### src/rtl/load_store_unit.sv
// load_store_unit: MEM-stage load/store bus master with a single outstanding access.
// Define LSU_MISALIGN_TRAP_EN to trap misaligned accesses instead of truncating their offset.
module load_store_unit #(
    parameter int DATA_WIDTH = 32
) (
    input  logic                  clk,
    input  logic                  rst,
    input  logic                  i_mem_req_M,
    input  logic                  i_mem_write_M,
    input  logic [2:0]            i_funct3_MEM,
    input  logic [DATA_WIDTH-1:0] i_data_addr_M,
    input  logic [DATA_WIDTH-1:0] i_write_data_M,
    output logic                  o_stall_M,
    output logic [DATA_WIDTH-1:0] o_read_data_M,
    output logic                  o_load_valid,
    output logic                  o_misaligned,
    output logic                  o_bus_req,
    output logic                  o_bus_we,
    output logic [DATA_WIDTH-1:0] o_bus_addr,
    output logic [3:0]            o_bus_be,
    output logic [DATA_WIDTH-1:0] o_bus_wdata,
    input  logic                  i_bus_gnt,
    input  logic                  i_bus_rvalid,
    input  logic [DATA_WIDTH-1:0] i_bus_rdata
);
    localparam logic [1:0] IDLE = 2'd0, REQ = 2'd1, WAIT = 2'd2, DONE = 2'd3;
    logic [1:0] state, state_nx;
    logic [2:0] funct3_q;
    logic [1:0] off, off_q;
    logic mis, accept;
    logic [3:0] be;
    logic [DATA_WIDTH-1:0] wdata, load_ext;
    logic [7:0] lane_b;
    logic [15:0] lane_h;

    assign mis = (i_funct3_MEM[1:0] == 2'b01 && i_data_addr_M[0]) ||
                 (i_funct3_MEM == 3'b010 && i_data_addr_M[1:0] != 2'b00);
`ifdef LSU_MISALIGN_TRAP_EN
    // A trapped access never leaves IDLE, so it must not stall the pipeline.
    assign accept       = rst && state == IDLE && i_mem_req_M && !mis;
    assign o_misaligned = rst && state == IDLE && i_mem_req_M && mis;
`else
    assign accept       = rst && state == IDLE && i_mem_req_M;
    assign o_misaligned = 1'b0;
`endif
    assign o_stall_M    = accept || state == REQ || state == WAIT;
    assign o_bus_req    = state == REQ;
    assign o_load_valid = state == DONE && !o_bus_we;

    always_comb begin
        off = i_funct3_MEM[1:0] == 2'b00 ? i_data_addr_M[1:0] :
              i_funct3_MEM[1:0] == 2'b01 ? {i_data_addr_M[1], 1'b0} : 2'b00;
        be = i_funct3_MEM[1:0] == 2'b00 ? 4'b0001 << off :
             i_funct3_MEM[1:0] == 2'b01 ? 4'b0011 << off : 4'b1111;
        wdata = i_funct3_MEM[1:0] == 2'b00 ? {4{i_write_data_M[7:0]}} :
                i_funct3_MEM[1:0] == 2'b01 ? {2{i_write_data_M[15:0]}} : i_write_data_M;
        lane_b = 8'(i_bus_rdata >> {off_q, 3'b000});
        lane_h = off_q[1] ? i_bus_rdata[31:16] : i_bus_rdata[15:0];
        load_ext = funct3_q[1:0] == 2'b00 ? {{(DATA_WIDTH-8){lane_b[7] & ~funct3_q[2]}}, lane_b} :
                   funct3_q[1:0] == 2'b01 ? {{(DATA_WIDTH-16){lane_h[15] & ~funct3_q[2]}}, lane_h} :
                   i_bus_rdata;
        state_nx = state == IDLE ? (accept ? REQ : IDLE) :
                   state == REQ  ? (i_bus_gnt ? (o_bus_we ? DONE : WAIT) : REQ) :
                   state == WAIT ? (i_bus_rvalid ? DONE : WAIT) : IDLE;
    end

    always_ff @(posedge clk or negedge rst) begin
        if (!rst) begin
            state         <= IDLE;
            funct3_q      <= '0;
            off_q         <= '0;
            o_bus_we      <= 1'b0;
            o_bus_addr    <= '0;
            o_bus_be      <= '0;
            o_bus_wdata   <= '0;
            o_read_data_M <= '0;
        end else begin
            state <= state_nx;
            if (accept) begin
                funct3_q    <= i_funct3_MEM;
                off_q       <= off;
                o_bus_we    <= i_mem_write_M;
                o_bus_addr  <= {i_data_addr_M[DATA_WIDTH-1:2], 2'b00};
                o_bus_be    <= be;
                o_bus_wdata <= wdata;
            end
            if (state == WAIT && i_bus_rvalid) o_read_data_M <= load_ext;
        end
    end
endmodule

### config.mk
export PLATFORM = sky130hd
export DESIGN_NAME = load_store_unit
export DESIGN_NICKNAME = d
export VERILOG_FILES = /design/src/rtl/load_store_unit.sv
export SDC_FILE = /design/constraint.sdc
export NUM_CORES = 1
export LEC_CHECK = 0
export CAP_MARGIN = 20
export CORE_MARGIN = 2
export CORE_UTILIZATION = 39
export CTS_BUF_LIST = sky130_fd_sc_hd__clkbuf_8 sky130_fd_sc_hd__clkbuf_16
export DETAILED_ROUTE_END_ITERATION = 16
export GPL_ROUTABILITY_DRIVEN = 0
export PLACE_DENSITY = 0.76
export SYNTH_ARGS = -nofsm -noshare
export SYNTH_HDL_FRONTEND = slang
export SYNTH_SLANG_ARGS = --single-unit
### constraint.sdc
create_clock -name clk -period 1.5 [get_ports clk]
set_clock_uncertainty 0.1 [all_clocks]
set_input_delay 0.375 -clock clk [delete_from_list [all_inputs] [get_ports clk]]
set_output_delay 0.375 -clock clk [all_outputs]
set_load 0.05 [all_outputs]
======== Word level (Yosys, flattened, before mapping) ========
Index checks and enable logic that the tools add are counted.
word-level totals
  flip-flop bits (word level) ............. 106
  logic and storage cells ................. 45
  output and inout bits ................... 105
operators by class
  reduce and logical (&&, ||, !) cells .... 10
  equality and inequality tests ........... 5
  shift operators ......................... 3
  muxes and demuxes ....................... 16
  bitwise logic cells ..................... 3
operators with widths
  cell                                                                number
  32-bit 2-to-1 mux                                                   4
  32-bit by 5-bit >> shifter with 8-bit output                        1
  16-bit 2-to-1 mux                                                   1
  2-bit 2-to-1 mux                                                    6
  4-bit 2-to-1 mux                                                    2
  2-bit by 1-bit == test with 1-bit output (second input constant)    3
  2-bit logical NOT                                                   3
  2-bit == test (second input constant)                               2
  1-bit logical AND                                                   4
  1-bit by 2-bit left shift with 4-bit output (first input constant)  1
  2-bit by 2-bit left shift with 4-bit output (first input constant)  1
  1-bit 2-to-1 mux                                                    3
  1-bit bitwise AND                                                   2
  1-bit logical OR                                                    2
  1-bit logical NOT                                                   1
  1-bit inverter                                                      1

======== Longest topological paths before layout ========
Gate-level depths: netlist of run 1.
  word-level depth ........................ 6
  mapped depth ............................ 8
  mapped depth without buffers ............ 7

======== Least setup slack after synthesis of run 1 ========
No wires, ideal clock.
  kind .................................... in2reg
  start ................................... input i_funct3_MEM[0]
  end ..................................... register o_bus_be[2]
  path slack .............................. -0.384 ns
  arrival time ............................ 1.656 ns
  stages on the path ...................... 8
  library setup time ...................... 0.128 ns
  required time ........................... 1.272 ns
  path through ............................ buf_2 > nor2_4 > and2_1 > inv_1 > ha_1 > nor2b_1 > a2111oi_2 > nor2_1
between the ends
  elaborated cells between the ends (all ways) .. 8
  classes of those cells .................. eq/ne: 1; shift: 2; mux: 4; reduce/logical: 1
RTL lines
  element                                      RTL line  source
  start, declared                              10        input logic [2:0] i_funct3_MEM,
  2-bit logical NOT (*)                        51        off = i_funct3_MEM[1:0] == 2'b00 ? i_data_addr_M[1:0] :
  2-bit 2-to-1 mux (*)                         51
  net off[0]                                   29        logic [1:0] off, off_q;
  2-bit by 2-bit left shift with 4-bit output  54        i_funct3_MEM[1:0] == 2'b01 ? 4'b0011 << off : 4'b1111;
  4-bit 2-to-1 mux                             54
  4-bit 2-to-1 mux (*)                         53        be = i_funct3_MEM[1:0] == 2'b00 ? 4'b0001 << off :
  end signal, assigned                         74        o_bus_be <= '0;
  end signal, assigned                         84        o_bus_be <= be;
  end, declared                                20        output logic [3:0] o_bus_be,
Mark *: on every way through the listed nets, which the timed path passes. The rest lies on a longest branch.
A chain may end at the register's enable or synchronous reset.

======== Final worst setup path of run 1 ========
  start ................................... register state[0]
  end ..................................... output o_stall_M
between the ends
  longest elaborated chain between the ends .. 5
  elaborated cells between the ends (all ways) .. 7
  classes of those cells .................. eq/ne: 2; reduce/logical: 5
ends and longest elaborated chain
  element                          RTL line  source
  start, declared                  27        logic [1:0] state, state_nx;
  start signal, assigned           78        state <= state_nx;
  2-bit logical NOT                43        assign accept = rst && state == IDLE && i_mem_req_M;
  1-bit logical AND (2 in series)  43
  1-bit logical OR                 46        assign o_stall_M = accept || state == REQ || state == WAIT;
  1-bit logical OR (*)             46
  end, declared                    13        output logic o_stall_M,
Mark *: on every way between the ends. The rest lies on a longest branch, timed or not.

==> results.sh, run 1 <==
export IMPL_io_pins=210
export IMPL_powerDensity_nw_per_um2=2460
export IMPL_clockBufferDepth=2
export IMPL_dieArea_um2=14300
export IMPL_async_flop_share_pct=100
export IMPL_synth_area_leaders="dfrtp_1, nand2_1, mux2i_1"
export IMPL_drt_wl_total_um=19600
export IMPL_critPathRequiredTime_ps=1020
export IMPL_die_h_um=120
export IMPL_synth_xor_area_share_pct=0.168
export IMPL_status="complete, but fails checks"
export IMPL_antenna_left=0
export IMPL_cts_sinks=106
export IMPL_htreeDepth=3
export IMPL_multi_input_area_um2=2810
export IMPL_clk_pin_slew_ps=80
export IMPL_vdd_drop_max_v=0.00172
export IMPL_arrival_ps=1390
export IMPL_antenna_found_initial=0
export IMPL_p_int_mw=13.6
export IMPL_utilization_pct=77.6
export IMPL_ys_ff_latch=106
export IMPL_cts_root_buf="clkbuf_16"
export IMPL_n_antenna_cell=0
export IMPL_grt_max_degree=70
export IMPL_routedWlPerCell_um=19.5
export IMPL_ys_types=39
export IMPL_yosys_area_share_simple_pct=20.6
export IMPL_ff2ff_path_depth=7
export IMPL_startpoint_type="flop"
export IMPL_clkPwrFrac_pct=9.6
export IMPL_path_class="reg -> out"
export IMPL_post_drt_via_cell_ratio=5.28
export IMPL_hold_violations=0
export IMPL_post_route_worst_setup_slack_ps=-364
export IMPL_avgSynthCellArea_um2=9.44
export IMPL_start_util_pct=39.7
export IMPL_numPortBuffers=206
export IMPL_leakagePower_nw=4.62
export IMPL_max_slew_margin_pct=39.6
export IMPL_synth_compound_area_share_pct=12.9
export IMPL_clk_latency_ps=350
export IMPL_drc=0
export IMPL_total_power_mw=25.0
export IMPL_swShare_pct=45.6
export IMPL_num_vias=5320
export IMPL_first_iter_violations=460
export IMPL_finalSetupViolCount=108
export IMPL_grt_pass1_wl_um=29500
export IMPL_cap_violations=0
export IMPL_power_combinational_fraction_pct=66.8
export IMPL_critPathMaxFanout=4
export IMPL_grt_total_usage_pct=26.4
export IMPL_ys_flop_type="dfrtp_1"
export IMPL_numCtsBuffers=9
export IMPL_rsz0062_at_grt="true"
export IMPL_netlist_area_leader_share_pct=50.9
export IMPL_first_pass_iters=7
export IMPL_syn_inst=552
export IMPL_slew_violations=0
export IMPL_nFillCells=774
export IMPL_grt_overflow=0
export IMPL_cts_tree="yes"
export IMPL_yosys_warnings=0
export IMPL_grt_pass1_vias=5600
export IMPL_synth_top_area_cell="dfrtp_1"
export IMPL_fmax_mhz=537
export IMPL_cp_end_kind="output pin"
export IMPL_drive_gt1_share_pct=36.2
export IMPL_synth_top_family_by_area="simple AND/OR/NAND/NOR gates"
export IMPL_die_x_um=120
export IMPL_synth_area_um2=5210
export IMPL_core_area_um2=13100
export IMPL_ys_seq_area_share_pct=50.9
export IMPL_dp_hpwl_um=13000
export IMPL_fin_hold_ws_ps=34.7
export IMPL_hold_path_class="in -> async"
export IMPL_min_period_over_period_pct=124
export IMPL_power_frac_seq_pct=23.6
export IMPL_violations="negative setup slack"
export IMPL_final_nets=933
export IMPL_area_growth_syn_to_layout_pct=95.8
export IMPL_synth_edf_count=0
export IMPL_fp_row_count=42
export IMPL_fin_crit_ps=1860
export IMPL_regArea_um2=2660
export IMPL_synth_fa_ha_area_share_pct=0.480
export IMPL_synth_commonest_cells="nand2_1, dfrtp_1, nor2_1"
export IMPL_yosysMostFrequentCell="nand2_1"
export IMPL_synth_mux_area_share_pct=9.05
export IMPL_worst_pin_slew_ps=906
export IMPL_p_switching_mw=11.4
==> worst paths after layout <==
check / slack (ps) / endpoint / from
worst max register to register: -310 / o_read_data_M[6]$_DFFE_PN0P_ / state[0]$_DFF_PN0_
worst min-delay path: 30 / o_bus_wdata[5]$_DFFE_PN0P_ / rst
worst max-delay path: -360 / o_stall_M / state[0]$_DFF_PN0_
min in group clk: 420 / off_q[0]$_DFFE_PN0P_ / off_q[0]$_DFFE_PN0P_
max in group asynchronous: 440 / funct3_q[1]$_DFFE_PN0P_ / rst
worst min register to register: 420 / off_q[0]$_DFFE_PN0P_ / off_q[0]$_DFFE_PN0P_
==> sequential cells by signal, indices dropped and copies added (netlist names) <==
signal	flops
o_bus_we	1
off_q	2
o_bus_be	4
state	2
o_bus_wdata	32
o_read_data_M	32
funct3_q	3
o_bus_addr	30
==> kinds of logic after synthesis <==
logic type      after synthesis
xor+xnor                      1
mux                          43
simple gates                238
flops                       106
fa+ha+maj                     2
compound gates              113
buf+inv                      48
other cells                   1
==> through the flow <==
| step | area [µm²] | setup TNS [ps] | std cells | worst slack, ps |
|---|---|---|---|---|
| finish | 10200 | -16520 | 1007 | -364 |
| global route | 10200 | -22700 | 1007 | -394 |
| CTS | 9750 | -18060 | 997 | -359 |
| detailed placement | 8940 | -41660 | 963 | -639 |
| global placement | 8940 | -38070 | 963 | -601 |
| floorplan | 5300 | -368 | 554 | -248 |
==> what timing repair did <==
item,4_1_cts,5_1_grt
hold buffers,1,0
endpoints found under the hold margin,1,0
resized for setup,65,57
pin swaps,12,19
endpoints found under the setup margin,102,107
cloned,5,5
buffers inserted,14,5
==> metal layers <==
layer | routed length, µm | vias up | track usage [%] | share of wire, %
li1 | - | 2420 | - | -
met2 | 9810 | 263 | 44.1 | 50
met1 | 7390 | 2584 | 31.6 | 38
met3 | 1680 | 53 | 8.46 | 8.6
met4 | 721 | 0 | 10.6 | 3.7
met5 | 0 | - | 0 | 0
==> layout by cell type, fill, tap and decap left out, drive strengths merged, types with 14 or more instances in the layout <==
cell           instances
nand2                160
buf                  196
a21oi                 30
dfrtp                106
mux2                  17
o21ai                 36
and3b                 15
clkbuf                15
nor2                  39
nor2b                 14
clkdlybuf4s50        101
a31oi                 18
mux2i                 26
o22ai                 16
==> worst max-delay path: stages (launching register included) <==
cell	delay, ps
dfrtp_2	430
buf_6	140
nand4bb_4	230
nand2_8	110
buf_12	130
==> power by group through the flow <==
stage | clock network (mW) | registers (mW) | logic (mW)
after floorplan | 0 | 9.63 | 3.18
after global placement | 0 | 5.85 | 14.8
after detailed placement | 0 | 5.93 | 15.1
after CTS | 2.43 | 5.89 | 16.0
after global routing | 2.54 | 6.06 | 17.4
final | 2.39 | 5.92 | 16.7
==> cell type report <==
cell class | instances | area share, %
inverter | 3 | 0.110
sequential | 106 | 26.0
timing repair buffer | 306 | 41.2
clock inverter | 7 | 0.687
tap | 176 | 2.16
multi-input combinational | 400 | 27.6
clock buffer | 9 | 2.21
Power figures use the tool's default switching activity.
==> run 2, diff against run 1 <==
--- a/config.mk
+++ b/config.mk
@@ -11,6 +11,7 @@
 export CTS_BUF_LIST = sky130_fd_sc_hd__clkbuf_8 sky130_fd_sc_hd__clkbuf_16
 export DETAILED_ROUTE_END_ITERATION = 16
 export GPL_ROUTABILITY_DRIVEN = 0
+export MAX_ROUTING_LAYER = met4
 export PLACE_DENSITY = 0.76
 export SYNTH_ARGS = -nofsm -noshare
 export SYNTH_HDL_FRONTEND = slang
==> results.sh, run 2 (synthesis results as in run 1) <==
export IMPL_largestRegisters="o_bus_wdata: 32 flops, o_read_data_M: 32 flops, o_bus_addr: 30 flops"
export IMPL_crit_slowest_cell="dfrtp_2"
export IMPL_power_combinational_fraction_pct=66.9
export IMPL_rsz0062_at_grt="true"
export IMPL_cap_violations=0
export IMPL_cts_root_buf="clkbuf_16"
export IMPL_die_h_um=120
export IMPL_powerDensity_nw_per_um2=2440
export IMPL_start_util_pct=39.7
export IMPL_clk_pin_slew_ps=80
export IMPL_numPortBuffers=206
export IMPL_grt_pass1_wl_um=29400
export IMPL_violations="negative setup slack"
export IMPL_arrival_ps=1390
export IMPL_status="complete, but fails checks"
export IMPL_dieArea_um2=14300
export IMPL_core_area_um2=13100
export IMPL_n_antenna_cell=0
export IMPL_routedWlPerCell_um=19.6
export IMPL_numCtsBuffers=9
export IMPL_post_drt_via_cell_ratio=5.36
export IMPL_fin_tns_setup_ps=-16240
export IMPL_ff2ff_path_depth=7
export IMPL_vdd_drop_max_v=0.00172
export IMPL_max_slew_margin_pct=40.3
export IMPL_total_power_mw=25.2
export IMPL_fin_crit_ps=1860
export IMPL_grt_total_usage_pct=27.1
export IMPL_hold_violations=0
export IMPL_min_period_over_period_pct=124
export IMPL_clkPwrFrac_pct=9.6
export IMPL_slew_violations=0
export IMPL_swShare_pct=45.8
export IMPL_rr_endpoint="o_read_data_M[6]$_DFFE_PN0P_"
export IMPL_grt_pass1_vias=5603
export IMPL_drc=0
export IMPL_startpoint_type="flop"
export IMPL_num_vias=5392
export IMPL_cts_sinks=106
export IMPL_post_route_worst_setup_slack_ps=-362
export IMPL_htreeDepth=3
export IMPL_reg2reg_from="state[0]$_DFF_PN0_"
export IMPL_finalSetupViolCount=108
export IMPL_antenna_left=0
export IMPL_r2r_slack_ps=-300
export IMPL_first_pass_iters=5
export IMPL_instances_no_fill=1006
export IMPL_io_pins=210
export IMPL_path_class="reg -> out"
export IMPL_clockBufferDepth=2
export IMPL_final_cell_mix="nand2_1, buf_12, dfrtp_1, clkdlybuf4s50_1, buf_4"
export IMPL_critPathLaunch="state[0]$_DFF_PN0_"
export IMPL_drive_gt1_share_pct=40.0
export IMPL_worst_pin_slew_ps=896
export IMPL_power_frac_seq_pct=23.5
export IMPL_grt_overflow=0
export IMPL_leakagePower_nw=4.71
export IMPL_cp_end_kind="output pin"
export IMPL_drt_wl_total_um=19700
export IMPL_critPathMaxFanout=4
export IMPL_fmax_mhz=537
export IMPL_slowest_delay_ps=430
export IMPL_die_x_um=120
export IMPL_layout_commonest_cell="nand2_1"
export IMPL_dp_hpwl_um=13000
export IMPL_final_nets=932
export IMPL_area_growth_syn_to_layout_pct=98.3
export IMPL_p_switching_mw=11.5
export IMPL_grt_max_degree=70
export IMPL_clk_latency_ps=350
export IMPL_antenna_found_initial=0
export IMPL_cts_tree="yes"
export IMPL_p_int_mw=13.7
export IMPL_crit_chain="buf_6 > nand4bb_4 > nand2_8 > buf_12"
export IMPL_dp_cells=963
export IMPL_first_iter_violations=430
export IMPL_fp_row_count=42
export IMPL_hold_path_class="in -> async"
export IMPL_fin_hold_ws_ps=30.6
export IMPL_critPathRequiredTime_ps=1020
## run 2: timing repair
item | CTS | global route
cloned | 5 | 5
setup endpoints to repair | 102 | 107
setup buffers | 14 | 5
gates resized for setup | 65 | 103
pin swaps | 12 | 54
hold endpoints to repair | 1 | 0
hold buffers | 1 | 0
## run 2: worst max-delay path by stage
stage,end,cells past startpoint
finish,o_stall_M,4
global route,o_stall_M,4
CTS,o_stall_M,4
detailed placement,o_bus_be[2]$_DFFE_PN0P_,5
global placement,o_bus_be[2]$_DFFE_PN0P_,5
floorplan,o_bus_be[2]$_DFFE_PN0P_,8
## run 2: metal layers
layer	vias up	global-route usage, %	part of all wire, %
li1	2416	-	-
met5	-	-	0
met3	54	7.27	8.1
met2	296	44.2	51
met4	0	10.4	3.1
met1	2626	32.2	38
## run 2: final cells by class
type | instances | area (µm²)
multi-input combinational | 400 | 2940
tap | 176 | 220
sequential | 106 | 2660
clock inverter | 7 | 70.1
inverter | 3 | 11.3
clock buffer | 9 | 225
timing repair buffer | 305 | 4210
fill | 757 | 2810
## run 2: worst max-delay path, delay by kind of cell, from the launching register on
family | cells | cell delay (ps)
buffers and inverters | 2 | 270
DFF | 1 | 430
and+or+nand+nor | 2 | 340
## run 2: power by group through the flow
stage	clock (mW)	sequential [mW]	combinational [mW]
floorplan	0	9.63	3.18
global placement	0	5.85	14.8
detailed placement	0	5.93	15.1
CTS	2.43	5.89	16.0
global route	2.55	6.06	17.5
finish	2.41	5.92	16.9
## run 2: through the flow
step	area, µm²	setup WS (ps)	utilization (%)
floorplan	5300	-248	-
global placement	8940	-601	68.0
detailed placement	8940	-639	68.0
CTS	9750	-359	74.2
global route	10300	-394	78.6
finish	10300	-362	78.6
==> run 3, diff against run 2 <==
--- a/config.mk
+++ b/config.mk
@@ -9,6 +9,7 @@
 export CORE_MARGIN = 2
 export CORE_UTILIZATION = 39
 export CTS_BUF_LIST = sky130_fd_sc_hd__clkbuf_8 sky130_fd_sc_hd__clkbuf_16
+export CTS_CLUSTER_SIZE = 14
 export DETAILED_ROUTE_END_ITERATION = 16
 export GPL_ROUTABILITY_DRIVEN = 0
 export MAX_ROUTING_LAYER = met4
==> results of run 3 <==
Final layout, timing and power as in run 2 (identical DEF).
